`src/rtl/seq_generator.sv`:
```
// Serial pattern generator: sends a PAT_W-bit pattern MSB-first, repeat_n times, with gap idle cycles between repetitions.
// Optional SEQ_GEN_LFSR_FILL_EN fills gap cycles with an 8-bit LFSR bit instead of 0.
module seq_generator #(
  parameter int PAT_W = 4,
  parameter int CNT_W = 4
) (
  input  logic             clk,
  input  logic             reset,
  input  logic             start,
  input  logic [PAT_W-1:0] pattern,
  input  logic [CNT_W-1:0] repeat_n,
  input  logic [CNT_W-1:0] gap,
  output logic             x,
  output logic             valid,
  output logic             busy,
  output logic             done
);

  localparam int IDX_W = (PAT_W > 2) ? $clog2(PAT_W) : 1;
  localparam logic [IDX_W-1:0] IDX_TOP = IDX_W'(PAT_W - 1);

  typedef enum logic [1:0] {IDLE, SEND, GAP, DONE} state_t;

  state_t           state, state_d;
  logic [PAT_W-1:0] pat_q, pat_d;
  logic [IDX_W-1:0] idx_q, idx_d;
  logic [CNT_W-1:0] rep_q, rep_d;
  logic [CNT_W-1:0] gap_q, gap_d;
  logic [CNT_W-1:0] gcnt_q, gcnt_d;
  logic             x_d, valid_d, busy_d, done_d;
  logic             fill;

`ifdef SEQ_GEN_LFSR_FILL_EN
  logic [7:0] lfsr_q, lfsr_d;

  // x^8+x^6+x^5+x^4+1, stepping only on cycles spent in GAP.
  always_comb begin
    lfsr_d = lfsr_q;
    if (state == GAP)
      lfsr_d = {lfsr_q[6:0], lfsr_q[7] ^ lfsr_q[5] ^ lfsr_q[4] ^ lfsr_q[3]};
  end

  assign fill = lfsr_d[0];

  always_ff @(posedge clk or posedge reset) begin
    if (reset) lfsr_q <= 8'hA5;
    else       lfsr_q <= lfsr_d;
  end
`else
  assign fill = 1'b0;
`endif

  always_comb begin
    // NOTE: every signal gets a hold/default value first so no path leaves it unassigned, which would infer a latch.
    state_d = state;
    pat_d   = pat_q;
    idx_d   = idx_q;
    rep_d   = rep_q;
    gap_d   = gap_q;
    gcnt_d  = gcnt_q;
    unique case (state)
      IDLE: begin
        if (start) begin
          if (repeat_n != '0) begin
            pat_d   = pattern;
            rep_d   = repeat_n;
            gap_d   = gap;
            idx_d   = IDX_TOP;
            state_d = SEND;
          end else begin
            state_d = DONE;
          end
        end
      end
      SEND: begin
        if (idx_q == '0) begin
          rep_d = rep_q - CNT_W'(1);
          if (rep_q == CNT_W'(1)) begin
            state_d = DONE;
          end else if (gap_q != '0) begin
            state_d = GAP;
            gcnt_d  = gap_q;
          end else begin
            idx_d = IDX_TOP;
          end
        end else begin
          idx_d = idx_q - IDX_W'(1);
        end
      end
      GAP: begin
        if (gcnt_q == CNT_W'(1)) begin
          state_d = SEND;
          idx_d   = IDX_TOP;
          gcnt_d  = '0;
        end else begin
          gcnt_d = gcnt_q - CNT_W'(1);
        end
      end
      DONE:    state_d = IDLE;
      default: state_d = IDLE;
    endcase
  end

  // Outputs are decoded from the next state so they can be registered with zero added latency.
  always_comb begin
    x_d     = 1'b0;
    valid_d = 1'b0;
    busy_d  = 1'b0;
    done_d  = 1'b0;
    unique case (state_d)
      SEND: begin
        x_d     = pat_d[idx_d];
        valid_d = 1'b1;
        busy_d  = 1'b1;
      end
      GAP: begin
        x_d    = fill;
        busy_d = 1'b1;
      end
      DONE: begin
        busy_d = 1'b1;
        done_d = 1'b1;
      end
      default: ;
    endcase
  end

  always_ff @(posedge clk or posedge reset) begin
    // NOTE: sequential state uses non-blocking assignments so all registers update together from pre-edge values.
    if (reset) begin
      state  <= IDLE;
      pat_q  <= '0;
      idx_q  <= '0;
      rep_q  <= '0;
      gap_q  <= '0;
      gcnt_q <= '0;
      x      <= 1'b0;
      valid  <= 1'b0;
      busy   <= 1'b0;
      done   <= 1'b0;
    end else begin
      state  <= state_d;
      pat_q  <= pat_d;
      idx_q  <= idx_d;
      rep_q  <= rep_d;
      gap_q  <= gap_d;
      gcnt_q <= gcnt_d;
      x      <= x_d;
      valid  <= valid_d;
      busy   <= busy_d;
      done   <= done_d;
    end
  end

endmodule

```
`config.mk`:
```
export PLATFORM = sky130hd
export DESIGN_NAME = seq_generator
export DESIGN_NICKNAME = d
export VERILOG_FILES = /design/src/rtl/seq_generator.sv
export SDC_FILE = /design/constraint.sdc
export NUM_CORES = 1
export LEC_CHECK = 0
export ABC_AREA = 1
export CAP_MARGIN = 10
export CELL_PAD_IN_SITES_DETAIL_PLACEMENT = 1
export CELL_PAD_IN_SITES_GLOBAL_PLACEMENT = 1
export CORE_MARGIN = 2
export CORE_UTILIZATION = 40
export CTS_CLUSTER_SIZE = 40
export DETAILED_ROUTE_END_ITERATION = 6
export GPL_TIMING_DRIVEN = 0
export PLACE_DENSITY = 0.85
export REMOVE_ABC_BUFFERS = 1
export SETUP_SLACK_MARGIN = 0.05
export SLEW_MARGIN = 20
export SYNTH_ARGS = -nofsm -noshare
export SYNTH_HDL_FRONTEND = slang
export SYNTH_SLANG_ARGS = --single-unit
```
`constraint.sdc`:
```
create_clock -name clk -period 1.7 [get_ports clk]
set_input_delay 0.34 -clock clk [delete_from_list [all_inputs] [get_ports clk]]
set_output_delay 0.34 -clock clk [all_outputs]
set_load 0.03 [all_outputs]
```
==> results, run 1 <==
- The flow ran to the end, and the final reports show no timing, DRC or antenna violations.
- Counting flops and latches in the post-synthesis netlist gives 24.
- Of the total synthesized cell area, the portion taken by XOR and XNOR cells is 1.94%.
- After clock tree synthesis, the clock-pin slew on the worst setup and hold paths is 0.14 ns.
- For this block, the initial DRC count from the detailed router was 27.
- The placer congestion estimate is 0.776.
- Setup repair after global routing could not meet its margin everywhere.
- In this run the worst hold path is classified as flip-flop to flip-flop.
- STA classifies the critical path endpoint as a flip-flop.
- The number of endpoints with negative hold slack in the final report was 0.
- In this run, distinct cell masters in the synthesized netlist total 27.
- The minimum clock period is 1.61 ns.
- The effective utilization at floorplan is 41.2%.
- In the post-synthesis netlist, the biggest area contributors are dfrtp_1, nand2_1, nor2_1.
- The area of placed instances is 1570 µm².
- The launching point of the worst reg2reg path is state[0]$_DFF_PP0_.
- The clock skew is 0.000711 ns.
- The non-filler instance count after layout is 233.
- The worst-case vdd ir drop is 0.662 mV.
- The standard cell core area is 3280 µm².
- Relative to the synthesized area, the layout overhead comes to 22.8%.
- The power density of the placed cells is 1790 nW/µm².
- In the final routed layout, each cell accounts on average for 14.1 µm.
- By startpoint and endpoint, the worst setup path is classified as flip-flop to flip-flop.
- The worst hold path was traced through 2 stages.
- During I/O placement, the number of pins put on the boundary was 19.
- In the final layout, the share of cells above drive strength 1 is 20.9%.
- The number of design rule violations left after detail routing is 0.
- In the global route stage, overall resource usage came out at 18.0%.
- The fraction of the mapped netlist area in adder cells is 3.70%.
- The synthesized design spends more area on one cell type than any other, namely dfrtp_1.
- The clock tree buffer depth is 2.
- Once detail routing completed, the nets flagged for antenna violations numbered 0.
- The proportion of synthesized area in mux cells is 2.50%.
- After synthesis, the largest family of logic cells by area is simple AND/OR/NAND/NOR gates.
- The detailed router placed 1,161 vias in this run.
- The total detailed-routing wirelength is 3280 µm.
- The cell total after placement is 224.
- The type of origin of the critical path is a flip-flop.
- The pin count of the biggest net entering global routing is 25.
- In this run the most critical hold path is launched from pat_q[1]$_DFF_PP0_.
- The final layout contains 207 nets.
- Sequential cells were found to cover 44.4% of the synthesized design area.
- Dividing the synthesized area by the synthesized cell count gives 8.40 µm².
- Row generation in the floorplan step produced 21 rows.
- The number of antenna diodes in the final layout is 0.
- The top fanout value on the critical path is 5.
- CTS built an H-tree with a depth of 1.
- Clock latency on the worst-skew pair, taken at its later pin, is 0.32 ns.
- The wire length of the first global-routing pass is 5630 µm.
- The first TritonRoute pass finished after 4 iterations.
- The initial antenna violation count is 0.
- The final count of negative-setup-slack endpoints is 0.
- The die covers 3860 µm².
- The die boundary width is 62.2 µm.
- CTS saw 24 sinks.
- The number of I/O port buffers is 18.
- Summing the areas of all compound-gate instances in the mapped netlist gives 9.99% of the synthesized area.
- The terminating pin of the worst hold path is pat_q[1]$_DFF_PP0_.
- The count of mapped cells out of synthesis is 161.
- The end of the worst register-to-register path is x$_DFF_PP0_.
- The library cell used most frequently in the layout, excluding fill and tap cells, is nand2_1.
- The headroom to the max-slew limit is 37.7%.
- The final-report max-slew violation count was 0.
- After routing the design area is 1660 µm².
- At the pin with the least slew margin, the transition time is 0.934 ns.
- The synthesized netlist occupies a cell area of 1350 µm².
- For this run, the number of Yosys warnings is 0.
- The via count of the first global-routing pass is 1,279.
- The setup check on the worst reg-to-reg path leaves a slack of 0.09 ns.
- The global route total overflow is 0.
- The estimated wirelength of the detail-placed design is 2440 µm.
- The final critical-path share of the clock period is 94.4%.
- The leakage power total is 0.819 nW.
- Of the total synthesized cell area, the portion taken by AND, OR, NAND and NOR gates is 29.9%.
- The tool flagged a number of max-cap violations equal to 0.
- The per-cell via count in the routed design is 4.98.
- The CTS tree is built.
- In the layout the commonest cells are nand2_1, dfrtp_1, nor2_1.
- The share of synthesized area in the top cell type comes to 44.4%.
- Measured in cells, the most critical reg-to-reg path has a length of 10.
- The number of buffers inserted during clock tree synthesis is 3.
- The data arrival time at the worst-slack endpoint is 1.87 ns.
- The tree is rooted in a clkbuf_4.
- At the worst endpoint, the required time is 1.96 ns.
- The y dimension of the die is 62.2 µm.
- Derived from the worst setup path, the maximum achievable clock frequency is 623 MHz.
## registers in the layout (all words and copies together), names as in the netlist
name and count:
valid 1, done 1, idx_q 2, x 1, gcnt_q 4, pat_q 4
busy 1, state 2, gap_q 4, rep_q 4
## per-layer routing
| metal | GRT usage (%) | vias to the layer above | share of wire (%) |
|---|---|---|---|
| li1 | - | 572 | - |
| met1 | 20.7 | 563 | 41 |
| met2 | 33.6 | 17 | 54 |
| met3 | 2.36 | 9 | 2.4 |
| met4 | 7.50 | 0 | 2.5 |
| met5 | 0 | - | 0 |
## final cells by class
cell class / count / area, µm²
multi-input combinational: 114 / 671
fill: 419 / 1620
clock buffer: 4 / 36.3
tap: 46 / 57.6
sequential: 24 / 602
inverter: 22 / 82.6
timing repair buffer: 23 / 213
## worst max-delay path: stages (launching register included)
cell and delay (ns):
dfrtp_2 0.47, inv_2 0.08, nand2_2 0.06, nor2_4 0.23, buf_4 0.17, nand3_1 0.09
nand2_2 0.10, nand4_1 0.11, nand2_1 0.10, nor2_1 0.04, nor2_1 0.10
## cell usage after synthesis
master    instances
a21oi_1           1
a31oi_1           3
buf_12            1
dfrtp_1          24
ha_1              4
inv_1            18
inv_2             4
mux2_2            3
nand2_1          30
nand2_2          10
nand2_4           3
nand3_1          13
nand3_2           1
nand4_1           2
nor2_1           21
nor2_2            1
nor2_4            1
nor3_1            1
o211ai_1          3
o211ai_2          1
o21ai_0           9
o21ai_4           1
o221ai_1          1
o22ai_1           1
or2_1             1
xnor2_1           1
xor2_1            2
## what timing repair did
action	CTS	global route
hold buffers	0	0
endpoints found under the setup margin	5	2
gates resized for setup	6	5
cloned	0	0
pin swaps	0	2
setup buffers	0	5
## metrics by stage
step           utilization [%]  hold slack, ns  setup slack [ns]  setup TNS (ns)  total power [mW]
2_1_floorplan                -           0.355             0.354               0              2.16
3_3_place_gp              47.8           0.453            -0.276           -1.09              2.49
3_5_place_dp              47.8           0.485            -0.370           -1.92              2.61
4_1_cts                   49.1           0.517            0.0447               0              2.91
5_1_grt                   50.6           0.516          -0.00920        -0.00920              3.27
6_report                  50.6           0.491            0.0944               0              2.98
## cells by family after synthesis
kind of cell / Yosys count
compound gates: 20
xor+xnor: 3
fa+ha+maj: 4
buf+inv: 23
flops: 24
mux: 3
simple gates: 84
## report_power, final
| group | total [mW] | internal (mW) | switching (mW) | leakage [nW] |
|---|---|---|---|---|
| registers | 1.06 | 0.851 | 0.209 | 0.289 |
| logic | 1.61 | 0.611 | 0.995 | 0.509 |
| clock network | 0.311 | 0.131 | 0.180 | 0.0210 |
## how the worst max path moves through the flow
stage	depth (start not counted)	to	slack [ns]	from
5_1_grt	10	x$_DFF_PP0_	-0.009	state[0]$_DFF_PP0_
4_1_cts	10	x$_DFF_PP0_	0.04	repeat_n[3]
3_3_place_gp	11	x$_DFF_PP0_	-0.28	repeat_n[3]
6_report	10	x$_DFF_PP0_	0.09	state[0]$_DFF_PP0_
3_5_place_dp	10	x$_DFF_PP0_	-0.37	repeat_n[3]
2_1_floorplan	11	x$_DFF_PP0_	0.35	rep_q[1]$_DFFE_PP0P_
Power figures use the tool's default switching activity.
==> inputs of run 2 (changes only) <==
--- a/config.mk
+++ b/config.mk
@@ -11,7 +11,7 @@
 export CELL_PAD_IN_SITES_GLOBAL_PLACEMENT = 1
 export CORE_MARGIN = 2
 export CORE_UTILIZATION = 40
-export CTS_CLUSTER_SIZE = 40
+export CTS_CLUSTER_SIZE = 20
 export DETAILED_ROUTE_END_ITERATION = 6
 export GPL_TIMING_DRIVEN = 0
 export PLACE_DENSITY = 0.85
==> results of run 2 <==
Same layout as run 1: the final DEF is identical, and so are final timing and power.
==> inputs of run 3 (changes only) <==
--- a/config.mk
+++ b/config.mk
@@ -13,7 +13,7 @@
 export CORE_UTILIZATION = 40
 export CTS_CLUSTER_SIZE = 20
 export DETAILED_ROUTE_END_ITERATION = 6
-export GPL_TIMING_DRIVEN = 0
+export GPL_TIMING_DRIVEN = 1
 export PLACE_DENSITY = 0.85
 export REMOVE_ABC_BUFFERS = 1
 export SETUP_SLACK_MARGIN = 0.05
==> run 3 against run 2 <==
Effect of this change: count of clock-buffer cells in the layout is the same; sequential power about the same; critical path depth up 1; design area is 2.4% higher; sequential share of layout area shrank 0.93 points; combinational power hardly changed; die area is the same; global-route usage is 0.26 points higher; power up 0.52%; critical path type is now input pin to flip-flop.
==> results, run 3 (synthesized netlist as in run 1, its figures left out) <==
- The headroom to the max-slew limit is 78.7% (+41 points).
- The area of placed instances came to 1660 µm² (+5.6%).
- The smallest setup slack after layout is 0.171 ns (+0.0762 ns).
- The worst setup path is captured at a flip-flop.
- The worst register-to-register path begins at gcnt_q[0]$_DFFE_PP0P_.
- The row count is 21 (unchanged).
- The ratio of cells with drive above 1 in the final layout is 22.9% (+2.1 points).
- The number of endpoints with negative hold slack in the final report is 0 (unchanged).
- The final-report max-slew violation count is 0 (unchanged).
- The placer congestion estimate came to 0.844 (+8.8%).
- The clock transition time at the flip-flop clock pins of the worst setup and hold paths is 0.14 ns (about the same).
- The number of nets with antenna violations after detailed routing was 0 (unchanged).
- The fmax is 654 MHz (+5.0%).
- The die boundary width is 62.2 µm (unchanged).
- The y dimension of the die was 62.2 µm (unchanged).
- The number of maximum-capacitance violations is 0 (unchanged).
- The total detailed-routing wirelength was 3360 µm (+2.2%).
- The minimum clock period came to 1.53 ns (-0.0762 ns).
- The area growth from synthesis to final layout is 25.8%.
- The clock network fraction of total power came to 10.4% (about the same).
- The pin count of the biggest net entering global routing is 25 (unchanged).
- The initial antenna violation count is 0 (unchanged).
- The total routing resource utilization after global routing was 18.3% (+0.26 points).
- The post-placement setup slack is -0.191 ns (+0.179 ns).
- The I/O pin total is 19 (unchanged).
- The sink count of the clock tree is 24 (unchanged).
- The number of buffers inserted during clock tree synthesis is 3 (unchanged).
- The cell area after layout is 1700 µm² (+2.4%).
- The detailed router's first-iteration violation count was 35 (+30%).
- The iteration count of the initial detailed-routing pass is 4 (unchanged).
- The data arrival time at the worst-slack endpoint is 1.76 ns (-0.11 ns).
- The global route total overflow is 0 (unchanged).
- The switching part of the total is 46.4% (-0.059 points).
- The vias after detailed routing is 1,171 (+0.86%).
- The path class of the lowest-slack min-delay path is input pin to asynchronous set/reset pin.
- The clock insertion delay at the later pin of the skew report is 0.32 ns (about the same).
- The top fanout value on the critical path is 4 (-1).
- The worst register-to-register path ends at x$_DFF_PP0_.
- The sequential group share of total power is 35.3% (-0.3 points).
- The clock skew was 0.00952 ns (+0.00881 ns).
- The filler cell count came to 405 (-3.3%).
- The leakage power total is 0.840 nW (+2.6%).
- The reported net switching power is 1.39 mW (+0.39%).
- The total internal power is 1.60 mW (+0.63%).
- The effective utilization at floorplan came to 41.2% (unchanged).
- The number of design rule violations left after detail routing was 0 (unchanged).
- The flow ran to the end, and the final reports show no timing, DRC or antenna violations.
- The critical path is of the input pin to flip-flop type.
- The final count of negative-setup-slack endpoints is 0 (unchanged).
- The number of antenna cells inserted is 0 (unchanged).
- The clock tree buffer depth is 2 (unchanged).
- The slew at the pin with the worst max-slew slack is 0.319 ns (-0.614 ns).
- The count of H-tree levels built during CTS is 1 (unchanged).
- The wire length of the first global-routing pass is 5780 µm (+2.6%).
- The leading cell type in the layout, fill and taps excluded is nand2_1.
- The CTS tree is built.
- Setup repair after global routing could not meet its margin everywhere.
- The number of I/O port buffers was 18 (unchanged).
- The final net count is 212 (+2.4%).
- The per-cell via count in the routed design is 4.92 (-1.3%).
- The die footprint is 3860 µm² (unchanged).
- The final critical-path share of the clock period is 90.0% (-4.5 points).
- The standard cell core area came to 3280 µm² (unchanged).
- The worst setup path is launched from an input pin.
- The estimated wirelength of the detail-placed design was 2740 µm (+12%).
- The library cells used most frequently in the layout, excluding fill and tap cells, are nand2_1, dfrtp_1, nor2_1.
- The via count of the first global-routing pass is 1,319 (+3.1%).
- The cell sitting at the root of the clock tree is a clkbuf_4.
- The register-to-register setup slack is 0.17 ns (+0.08 ns).
- The power density of the placed cells is 1760 nW/µm² (-1.8%).
- The depth of the worst register-to-register path is 9 (-1).
- The worst path required time came to 1.93 ns (-0.03 ns).
- The post-route setup TNS is 0 ns (unchanged).
- The fraction of power consumed by combinational cells came to 54.3% (+0.3 points).
- The detailed-route wire length per cell came to 14.1 µm (about the same).
- The worst-case vdd ir drop is 0.688 mV (+4.0%).
-- run 3: final cells by class --
| class | count | area [µm²] | area share, % |
|---|---|---|---|
| Clock buffer | 4 | 36.3 | 2.13 |
| Inverter | 22 | 82.6 | 4.85 |
| Multi-Input combinational cell | 114 | 662 | 38.9 |
| Sequential cell | 24 | 601 | 35.3 |
| Tap cell | 46 | 57.6 | 3.38 |
| Timing Repair Buffer | 28 | 263 | 15.4 |
-- run 3: per-layer routing --
layer  GRT usage [%]  vias to the layer above  part of all wire (%)
met5               0                        -                     0
met4            2.78                        0                     0
met3            3.99                        0                   2.4
met2            37.1                       13                    58
met1            19.3                      578                    40
li1                -                      580                     -
-- run 3: what timing repair did --
item / CTS / global route
buffers inserted: 0 / 0
gates resized for setup: 4 / 5
hold buffers: 0 / 0
setup endpoints to repair: 4 / 2
-- run 3: worst max path at each step --
| stage | start | end | slack, ns | cells after the start |
|---|---|---|---|---|
| after floorplan | rep_q[1]$_DFFE_PP0P_ | x$_DFF_PP0_ | 0.35 | 11 |
| after global placement | repeat_n[3] | x$_DFF_PP0_ | -0.05 | 10 |
| after detailed placement | repeat_n[3] | x$_DFF_PP0_ | -0.19 | 11 |
| after CTS | rep_q[1]$_DFFE_PP0P_ | x$_DFF_PP0_ | 0.09 | 11 |
| after global routing | rep_q[1]$_DFFE_PP0P_ | x$_DFF_PP0_ | 0.06 | 11 |
| final | repeat_n[3] | x$_DFF_PP0_ | 0.17 | 11 |
-- run 3: metrics by stage --
step	std cells	hold WS [ns]	power, mW	utilization [%]
finish	238	0.360	2.99	51.8
global route	238	0.384	3.26	51.8
CTS	238	0.366	3.00	51.4
detailed placement	234	0.495	2.71	50.5
global placement	234	0.466	2.56	50.5
floorplan	160	0.355	2.16	-
-- run 3: power by group through the flow --
stage	registers, mW	clock network [mW]	logic [mW]
4_1_cts	1.06	0.320	1.62
3_5_place_dp	1.07	0	1.64
2_1_floorplan	1.10	0	1.07
3_3_place_gp	1.05	0	1.51
5_1_grt	1.10	0.357	1.81
6_report	1.06	0.311	1.62
-- run 3: worst max-delay path, cell delays in order --
cell and delay, ns:
clkdlybuf4s50_1 0.43, nor2_1 0.20, nand2_2 0.11, nand2_4 0.11, nand2_2 0.08, nor2_1 0.12
nor2_1 0.06, nor2_1 0.10, nand2_1 0.06, nor2_1 0.09, nor2_1 0.06
